**config.mk**
```make
export PLATFORM = sky130hd
export DESIGN_NAME = arm_run_harness
export DESIGN_NICKNAME = d
export VERILOG_FILES = /design/src/rtl/arm_harness_pkg.sv /design/src/rtl/first_zero_idx.sv /design/src/rtl/arm_run_harness.sv
export SDC_FILE = /design/constraint.sdc
export NUM_CORES = 1
export LEC_CHECK = 0
export CAP_MARGIN = 40
export CORE_AREA = 3 3 186 188
export DETAILED_ROUTE_END_ITERATION = 7
export DIE_AREA = 0 0 189 191
export PLACE_DENSITY = 0.46
export SYNTH_ARGS = -nofsm -noshare
export SYNTH_HDL_FRONTEND = slang
export SYNTH_SLANG_ARGS = --single-unit
```
**constraint.sdc**
```tcl
create_clock -name clk -period 4.85 [get_ports clk]
set_clock_uncertainty 0.2 [all_clocks]
set_input_delay 0.97 -clock clk [delete_from_list [all_inputs] [get_ports clk]]
set_output_delay 0.97 -clock clk [all_outputs]
set_load 0.01 [all_outputs]
```
**src/rtl/arm_harness_pkg.sv**
```systemverilog
// Shared definitions for the ARM run harness: FSM state encoding and width helpers.
package arm_harness_pkg;

  typedef enum logic [2:0] {
    StIdle  = 3'd0,
    StReset = 3'd1,
    StRun   = 3'd2,
    StPass  = 3'd3,
    StFail  = 3'd4
  } state_e;

  // Bits needed to hold values 0..n inclusive.
  function automatic int unsigned cnt_width(input int unsigned n);
    return $clog2(n + 1);
  endfunction

  // Bits needed to index n items, never less than one.
  function automatic int unsigned idx_width(input int unsigned n);
    return (n <= 1) ? 1 : $clog2(n);
  endfunction

endpackage

```
**src/rtl/first_zero_idx.sv**
```systemverilog
// Priority encoder: index of the lowest clear bit in vec, zero when all bits are set.
module first_zero_idx #(
  parameter int unsigned NUM_WORDS = 7,
  parameter int unsigned IDX_W     = 3
) (
  input  logic [NUM_WORDS-1:0] vec,
  output logic [IDX_W-1:0]     idx
);

  // Scan from the top so the lowest clear bit is the last assignment.
  always_comb begin
    idx = '0;
    for (int i = NUM_WORDS - 1; i >= 0; i--) begin
      if (!vec[i]) idx = IDX_W'(i);
    end
  end

endmodule

```
**src/rtl/arm_run_harness.sv**
```systemverilog
// Run controller for the ARM core: sequences core reset/mode, counts run cycles and
// checks a set of exposed memory words against expected values until pass or timeout.
module arm_run_harness
  import arm_harness_pkg::*;
#(
  parameter int unsigned  DATA_W        = 32,
  parameter int unsigned  NUM_WORDS     = 7,
  parameter int unsigned  RESET_CYCLES  = 1,
  parameter int unsigned  TIMEOUT       = 750,
  parameter int unsigned  STABLE_CYCLES = 4,
  localparam int unsigned CNT_W         = cnt_width(TIMEOUT),
  localparam int unsigned IDX_W         = idx_width(NUM_WORDS)
) (
  input  logic                        clk,
  input  logic                        rst,
  input  logic                        start,
  input  logic                        mode_in,
  input  logic [NUM_WORDS*DATA_W-1:0] mem_flat,
  input  logic [NUM_WORDS*DATA_W-1:0] exp_flat,
  output logic                        cpu_rst,
  output logic                        cpu_mode,
  output logic                        busy,
  output logic                        done,
  output logic                        pass,
  output logic [CNT_W-1:0]            cycle_count,
  output logic [NUM_WORDS-1:0]        match_vec,
  output logic [IDX_W-1:0]            mismatch_idx
);

  localparam int unsigned SW = cnt_width(STABLE_CYCLES);
  localparam int unsigned RW = cnt_width(RESET_CYCLES);

  state_e               state_q, state_d;
  logic                 cpu_rst_q, cpu_rst_d;
  logic                 cpu_mode_q, cpu_mode_d;
  logic                 busy_q, busy_d;
  logic                 done_q, done_d;
  logic                 pass_q, pass_d;
  logic [CNT_W-1:0]     cnt_q, cnt_d;
  logic [NUM_WORDS-1:0] match_q, match_d;
  logic [IDX_W-1:0]     idx_q, idx_d;
  logic [SW-1:0]        stable_q, stable_d;
  logic [RW-1:0]        rcnt_q, rcnt_d;

  logic [NUM_WORDS-1:0] word_eq;
  logic [IDX_W-1:0]     first_zero;

  always_comb begin
    for (int i = 0; i < NUM_WORDS; i++) begin
      word_eq[i] = (mem_flat[i*DATA_W +: DATA_W] == exp_flat[i*DATA_W +: DATA_W]);
    end
  end

  first_zero_idx #(
    .NUM_WORDS (NUM_WORDS),
    .IDX_W     (IDX_W)
  ) u_first_zero (
    .vec (match_q),
    .idx (first_zero)
  );

  always_comb begin
    state_d    = state_q;
    cpu_rst_d  = cpu_rst_q;
    cpu_mode_d = cpu_mode_q;
    busy_d     = busy_q;
    done_d     = done_q;
    pass_d     = pass_q;
    cnt_d      = cnt_q;
    match_d    = match_q;
    idx_d      = idx_q;
    stable_d   = stable_q;
    rcnt_d     = rcnt_q;

    case (state_q)
      StIdle: begin
        cpu_rst_d = 1'b1;
        if (start) begin
          state_d    = StReset;
          cpu_mode_d = mode_in;
          busy_d     = 1'b1;
          rcnt_d     = '0;
        end
      end
      StReset: begin
        if (rcnt_q == RW'(RESET_CYCLES - 1)) begin
          state_d   = StRun;
          cpu_rst_d = 1'b0;
        end else begin
          rcnt_d = rcnt_q + RW'(1);
        end
      end
      StRun: begin
        match_d  = word_eq;
        stable_d = (&match_q) ? stable_q + SW'(1) : '0;
        // Pass is checked first so it wins over a simultaneous timeout.
        // match_vec and cycle_count hold on the terminating edge so they agree
        // with the captured mismatch index.
        if (stable_d == SW'(STABLE_CYCLES)) begin
          state_d = StPass;
          busy_d  = 1'b0;
          done_d  = 1'b1;
          pass_d  = 1'b1;
          match_d = match_q;
        end else if (cnt_q == CNT_W'(TIMEOUT - 1)) begin
          state_d = StFail;
          busy_d  = 1'b0;
          done_d  = 1'b1;
          pass_d  = 1'b0;
          idx_d   = first_zero;
          match_d = match_q;
        end else begin
          cnt_d = cnt_q + CNT_W'(1);
        end
      end
      StPass, StFail: begin
        if (start) begin
          state_d    = StReset;
          cpu_rst_d  = 1'b1;
          cpu_mode_d = mode_in;
          busy_d     = 1'b1;
          done_d     = 1'b0;
          pass_d     = 1'b0;
          cnt_d      = '0;
          match_d    = '0;
          idx_d      = '0;
          stable_d   = '0;
          rcnt_d     = '0;
        end
      end
      default: begin
        state_d   = StIdle;
        cpu_rst_d = 1'b1;
        busy_d    = 1'b0;
        done_d    = 1'b0;
        pass_d    = 1'b0;
      end
    endcase
  end

  always_ff @(posedge clk) begin
    if (!rst) begin
      state_q    <= StIdle;
      cpu_rst_q  <= 1'b1;
      cpu_mode_q <= 1'b0;
      busy_q     <= 1'b0;
      done_q     <= 1'b0;
      pass_q     <= 1'b0;
      cnt_q      <= '0;
      match_q    <= '0;
      idx_q      <= '0;
      stable_q   <= '0;
      rcnt_q     <= '0;
    end else begin
      state_q    <= state_d;
      cpu_rst_q  <= cpu_rst_d;
      cpu_mode_q <= cpu_mode_d;
      busy_q     <= busy_d;
      done_q     <= done_d;
      pass_q     <= pass_d;
      cnt_q      <= cnt_d;
      match_q    <= match_d;
      idx_q      <= idx_d;
      stable_q   <= stable_d;
      rcnt_q     <= rcnt_d;
    end
  end

  assign cpu_rst      = cpu_rst_q;
  assign cpu_mode     = cpu_mode_q;
  assign busy         = busy_q;
  assign done         = done_q;
  assign pass         = pass_q;
  assign cycle_count  = cnt_q;
  assign match_vec    = match_q;
  assign mismatch_idx = idx_q;

endmodule

```
==> results.json, run 1 <==
{
  "final_wtd_congestion": 0.853,
  "cts_resized": 0,
  "num_vias": 5307,
  "crit_path_arrival_time_ns": 3.41,
  "netlist_area_pre_place_sq_um": 4070,
  "postCtsHoldBufs": 0,
  "p_clk_share_pct": 24.8,
  "drt_first_pass_iters": 4,
  "worstMarginPinSlew_ns": 0.690,
  "seq_area_frac_synth_pct": 15.3,
  "required_time_of_the_critical_path_ns": 4.84,
  "power.internal_mw": 1.04,
  "report.final.setup_viol": 0,
  "post_synth.cell_area_avg_sq_um": 8.16,
  "first_global_vias": 5500,
  "critical_path.endpoint_type": "register",
  "clock_transition_time_at_the_flip_flop_clock_pins_of_the_worst_setup_and_hold_paths_ns": 0.06,
  "critical_path_class": "in2reg",
  "report.final.hold_viol_count": 0,
  "min_period_over_period_pct": 70.4,
  "drtIter0Drc": 142,
  "slew_viol_final": 0,
  "ys.flop_type": "dfxtp_1",
  "io_buffers": 476,
  "ys_ff_latch": 31,
  "core_area_sq_um": 33300,
  "warnings_synthesis": 0,
  "maxCapViolCount": 0,
  "cts_setup_buffers": 0,
  "hp-class": "reg2reg",
  "synth_cells": 498,
  "wire_length_of_the_first_global_routing_pass_um": 35900,
  "synth_top_area_share_pct": 48.3,
  "grt_antenna_before_repair": 6,
  "pwr-share-seq_pct": 20.9,
  "report.power.total_mw": 1.52,
  "p_comb_share_pct": 54.3,
  "globalRouteOverflowTotal": 0,
  "number_of_buffers_created_by_cts": 5,
  "io_pins": 477,
  "power_per_unit_of_standard_cell_area_nw_per_um2": 159,
  "route.final.wire_length_um": 26100,
  "clk_root_buffer_cell": "clkbuf_16",
  "synth_top_cell_by_area": "xor2_1",
  "post_syn_nets": 953,
  "maxClockFrequency_mhz": 293,
  "power.share.switching_pct": 31.5,
  "initial_core_util_pct": 12.2,
  "die_height_um": 191,
  "drive_gt1_share_pct": 2.46,
  "row_count": 67,
  "chipWidth_um": 189,
  "vdd_ir_drop_max_mv": 0.161,
  "period_needed_ns": 3.41,
  "htree_levels": 2,
  "grt_util_all_layers_pct": 13.4,
  "run_status": "completed",
  "grt_setup_unrepaired": "no",
  "residual_drc_count": 0,
  "detail_route.vias_per_cell": 3.72,
  "hpwl_um": 24200,
  "area_growth_pct": 135,
  "die-area_sq_um": 36100,
  "clkLatencyLatePin_ns": 0.27,
  "detail_route.wl_per_cell_um": 18.3,
  "leakagePower_nw": 3.45,
  "ys_async_sr_fraction_pct": 0,
  "clock_tree_from_tritoncts": "yes",
  "yosys-top-cells-area": "xor2_1 (48%), dfxtp_1 (15%), nor4_1 (8.9%)",
  "cts_num_sinks": 31,
  "cts_buffer_depth": 2,
  "timing.setup.tns_ns": 0,
  "timing.critical_path.fanout_max": 14,
  "relSlewSlack_pct": 53.6,
  "final_net_count": 1430,
  "startpoint_type": "input pin",
  "synth_enable_flop_cells": 0,
  "antenna_violating_nets_left": 0,
  "synth_cell_types": 50,
  "p_switching_uw": 479,
  "grt_start_max_net_pins": 20
}
==> flip-flops by register name, summed over array words and instances (netlist names), 3 cells and up <==
name          count
cycle_count      10
stable_q          3
match_vec         7
mismatch_idx      3
state_q           3
==> placed cells by master (no fill, tap or decap), drive strengths merged, types with 3 or more instances in the layout <==
master / n
nor3: 4
clkdlybuf4s50: 476
clkbuf: 6
nor4: 58
nor2: 10
xor2: 224
nand2b: 4
nand3: 15
nand4: 11
a31oi: 3
o32ai: 4
ha: 3
dfxtp: 31
o21ai: 7
or4: 9
o211ai: 3
nand2: 31
and3: 4
buf: 5
a21oi: 21
o31ai: 3
nand3b: 4
inv: 5
mux2i: 5
==> worst paths after layout <==
| path | startpoint | endpoint | slack (ns) | cells after the start |
|---|---|---|---|---|
| worst max-delay path | start | cycle_count[7] | 1.44 | 7 |
| worst min-delay path | cpu_mode | cpu_mode | 0.26 | 2 |
| worst max register to register | state_q[1] | cycle_count[7] | 2.14 | 7 |
| worst min register to register | cpu_mode | cpu_mode | 0.26 | 2 |
==> worst max-delay path, stage by stage <==
cell	delay, ns
clkdlybuf4s50_1	0.79
inv_1	0.17
nor3_1	0.34
o32ai_4	0.21
buf_8	0.20
or4_1	0.49
a221oi_2	0.23
==> area by class of cell <==
class,count,area [sq um]
diodes,1,2.50
repair buffers,481,4820
multi-input cells,450,3360
fillers,3578,23700
clock buffers,6,139
inverters,6,22.5
flip-flops and latches,31,621
clock inverters,2,35.0
well taps,448,561
==> per-stage QoR <==
step / setup slack (ns) / cells / util, % / hold WS, ns / cell area [sq um]
3_5_place_dp: 1.14 / 1416 / 28.2 / 0.252 / 9390
4_1_cts: 1.44 / 1424 / 28.7 / 0.260 / 9560
3_3_place_gp: 1.17 / 1414 / 28.1 / 0.244 / 9360
2_1_floorplan: 2.32 / 498 / - / 0.270 / 4070
5_1_grt: 1.25 / 1425 / 28.7 / 0.275 / 9560
6_report: 1.44 / 1425 / 28.7 / 0.257 / 9560
==> synthesized netlist by cell type (2+ instances only) <==
| master | count |
|---|---|
| mux2i_1 | 5 |
| or3_1 | 2 |
| nand3_1 | 15 |
| dfxtp_1 | 31 |
| xor2_1 | 224 |
| o21ai_0 | 7 |
| nor3_1 | 4 |
| nor2_1 | 10 |
| nand3b_1 | 4 |
| a31oi_1 | 3 |
| or4_1 | 8 |
| a21oi_1 | 20 |
| a211oi_1 | 2 |
| nor3b_1 | 2 |
| a22oi_1 | 2 |
| nor4_1 | 58 |
| and3_1 | 4 |
| nand4_1 | 11 |
| o31ai_1 | 3 |
| o211ai_1 | 3 |
| ha_1 | 3 |
| inv_1 | 5 |
| or2_2 | 2 |
| clkbuf_1 | 7 |
| a21o_1 | 2 |
| buf_6 | 2 |
| nand2b_1 | 3 |
| o32ai_1 | 3 |
| nor2b_1 | 2 |
| nand2_1 | 31 |
==> per-layer routing <==
metal  wire length (um)  vias up  GRT usage, %
met5                 57        -             0
met1               9820     2355          15.2
met2              13800      197          25.4
met4                240       10          1.43
li1                   -     2727             -
met3               2140       18          4.25
==> power by group through the flow <==
stage	sequential (mW)	clock, mW	combinational, mW
after global routing	0.321	0.402	0.891
final	0.317	0.378	0.825
after detailed placement	0.322	0	0.832
after global placement	0.323	0	0.808
after floorplan	0.302	0	0.314
after CTS	0.317	0.388	0.836
==> logic make-up after synthesis <==
logic type / count (synthesis) / share of synthesized area (%)
compound gates: 54 / 9.20
xor+xnor: 225 / 48.5
fa+ha+maj: 3 / 0.923
buf+inv: 17 / 1.97
flops: 31 / 15.3
mux: 6 / 1.51
simple gates: 162 / 22.7
Power figures use the tool's default switching activity.
==> run 2, diff against run 1 <==
--- a/config.mk
+++ b/config.mk
@@ -6,9 +6,9 @@
 export NUM_CORES = 1
 export LEC_CHECK = 0
 export CAP_MARGIN = 40
-export CORE_AREA = 3 3 186 188
+export CORE_AREA = 3 3 187 189
 export DETAILED_ROUTE_END_ITERATION = 7
-export DIE_AREA = 0 0 189 191
+export DIE_AREA = 0 0 190 192
 export PLACE_DENSITY = 0.46
 export SYNTH_ARGS = -nofsm -noshare
 export SYNTH_HDL_FRONTEND = slang
==> constraint.sdc (replaced) <==
create_clock -name clk -period 3.15 [get_ports clk]
set_clock_uncertainty 0.2 [all_clocks]
set_input_delay 0.63 -clock clk [delete_from_list [all_inputs] [get_ports clk]]
set_output_delay 0.63 -clock clk [all_outputs]
set_load 0.01 [all_outputs]
==> results.json, run 2 (synthesis results as in run 1) <==
{
  "run_status": "completed",
  "number_of_buffers_created_by_cts": 5,
  "critical_path_class": "in2reg",
  "chipWidth_um": 190,
  "cts_setup_buffers": 0,
  "cts_resized": 0,
  "stdcell_count": 1432,
  "worstMarginPinSlew_ns": 0.726,
  "num_vias": 5350,
  "crit_path_arrival_time_ns": 2.52,
  "final_wtd_congestion": 0.871,
  "drtIter0Drc": 138,
  "maxClockFrequency_mhz": 395,
  "min_period_over_period_pct": 80.4,
  "timing.setup.tns_ns": 0,
  "grt_setup_unrepaired": "no",
  "cts_num_sinks": 31,
  "mostFrequentLayoutCells": "clkdlybuf4s50_1 (476), xor2_1 (224), nor4_1 (58)",
  "clk_root_buffer_cell": "clkbuf_16",
  "first_global_vias": 5588,
  "seqCellArea_sq_um": 621,
  "globalRouteOverflowTotal": 0,
  "row_count": 67,
  "critical_path.endpoint_type": "register",
  "placement.cell_area_sq_um": 9420,
  "cts_buffer_depth": 2,
  "cp_slowest_stage_delay_ns": 0.49,
  "relSlewSlack_pct": 51.2,
  "htree_levels": 2,
  "regToRegSetupSlack_ns": 0.63,
  "die-area_sq_um": 36500,
  "drt_first_pass_iters": 4,
  "initial_core_util_pct": 12.2,
  "power_per_unit_of_standard_cell_area_nw_per_um2": 246,
  "core_area_sq_um": 33400,
  "residual_drc_count": 0,
  "report.final.setup_viol": 0,
  "grt_antenna_before_repair": 7,
  "required_time_of_the_critical_path_ns": 3.14,
  "maxCapViolCount": 0,
  "hpwl_um": 24000,
  "die_height_um": 192,
  "io_pins": 477,
  "vdd_ir_drop_max_mv": 0.251,
  "period_needed_ns": 2.53,
  "finish.instance_area_sq_um": 9600,
  "finalHoldWorstSlack_ns": 0.260,
  "detail_route.wl_per_cell_um": 18.3,
  "postCtsHoldBufs": 0,
  "hp-class": "reg2reg",
  "final_net_count": 1436,
  "multi_input_combinational_cell_area_sq_um": 3360,
  "io_buffers": 476,
  "startpoint_type": "input pin",
  "leakagePower_nw": 3.48,
  "detail_route.vias_per_cell": 3.74,
  "wire_length_of_the_first_global_routing_pass_um": 35900,
  "grt_start_max_net_pins": 19,
  "clock_tree_from_tritoncts": "yes",
  "area_growth_pct": 136,
  "drive_gt1_share_pct": 3.05,
  "largest_register_ff_count": 10,
  "timing.critical_path.fanout_max": 6,
  "crit_slowest_cell": "clkdlybuf4s50_1",
  "antenna_violating_nets_left": 0,
  "fillerInstances": 3555,
  "clkLatencyLatePin_ns": 0.28,
  "route.final.wire_length_um": 26200,
  "grt_util_all_layers_pct": 13.4,
  "clock_transition_time_at_the_flip_flop_clock_pins_of_the_worst_setup_and_hold_paths_ns": 0.06,
  "placed_cells": 1422,
  "critical_path.cell_chain": "clkdlybuf4s50_1 > inv_1 > nor3_1 > o32ai_4 > buf_4 > or4_1 > a221oi_2",
  "report.final.hold_viol_count": 0,
  "slew_viol_final": 0,
  "commonest_non_fill_non_tap_cell_in_the_layout": "clkdlybuf4s50_1"
}
-- run 2: final cells by class --
class,count,share of cell area (%)
inverters,6,0.235
multi-input cells,450,35.1
clock inverters,2,0.365
diodes,2,0.0521
flip-flops and latches,31,6.47
well taps,448,5.84
clock buffers,6,1.45
repair buffers,487,50.5
-- run 2: worst paths after layout --
check	cells after the start	end	start
max	7	cycle_count[7]	start
min	2	cpu_mode	cpu_mode
max reg2reg	5	cycle_count[8]	state_q[1]
min reg2reg	2	cpu_mode	cpu_mode
-- run 2: per-stage QoR --
| stage | setup slack, ns | total power [mW] | utilization (%) |
|---|---|---|---|
| floorplan | 0.955 | 0.949 | - |
| global placement | 0.220 | 1.78 | 28.1 |
| detailed placement | 0.261 | 1.79 | 28.2 |
| CTS | 0.551 | 2.41 | 28.7 |
| global route | 0.411 | 2.52 | 28.7 |
| finish | 0.618 | 2.36 | 28.7 |
-- run 2: routing by layer --
metal	global-route usage, %	part of all wire, %	up-vias
li1	-	-	2738
met1	15.5	38	2392
met2	24.8	53	196
met3	4.38	7.8	14
met4	1.25	0.37	10
met5	0	0.22	-
-- run 2: power breakdown --
part,leakage [nW],switching [mW],total [mW],internal (mW)
sequential,0.251,0.0640,0.487,0.423
clock,0.0869,0.198,0.592,0.394
combinational,3.14,0.486,1.28,0.797
total,3.48,0.748,2.36,1.61
-- run 2: critical path: cells and delay by family --
| kind | cells | cell delay (ns) |
|---|---|---|
| buf+inv | 3 | 0.74 |
| compound gates | 2 | 0.35 |
| simple gates | 2 | 0.80 |
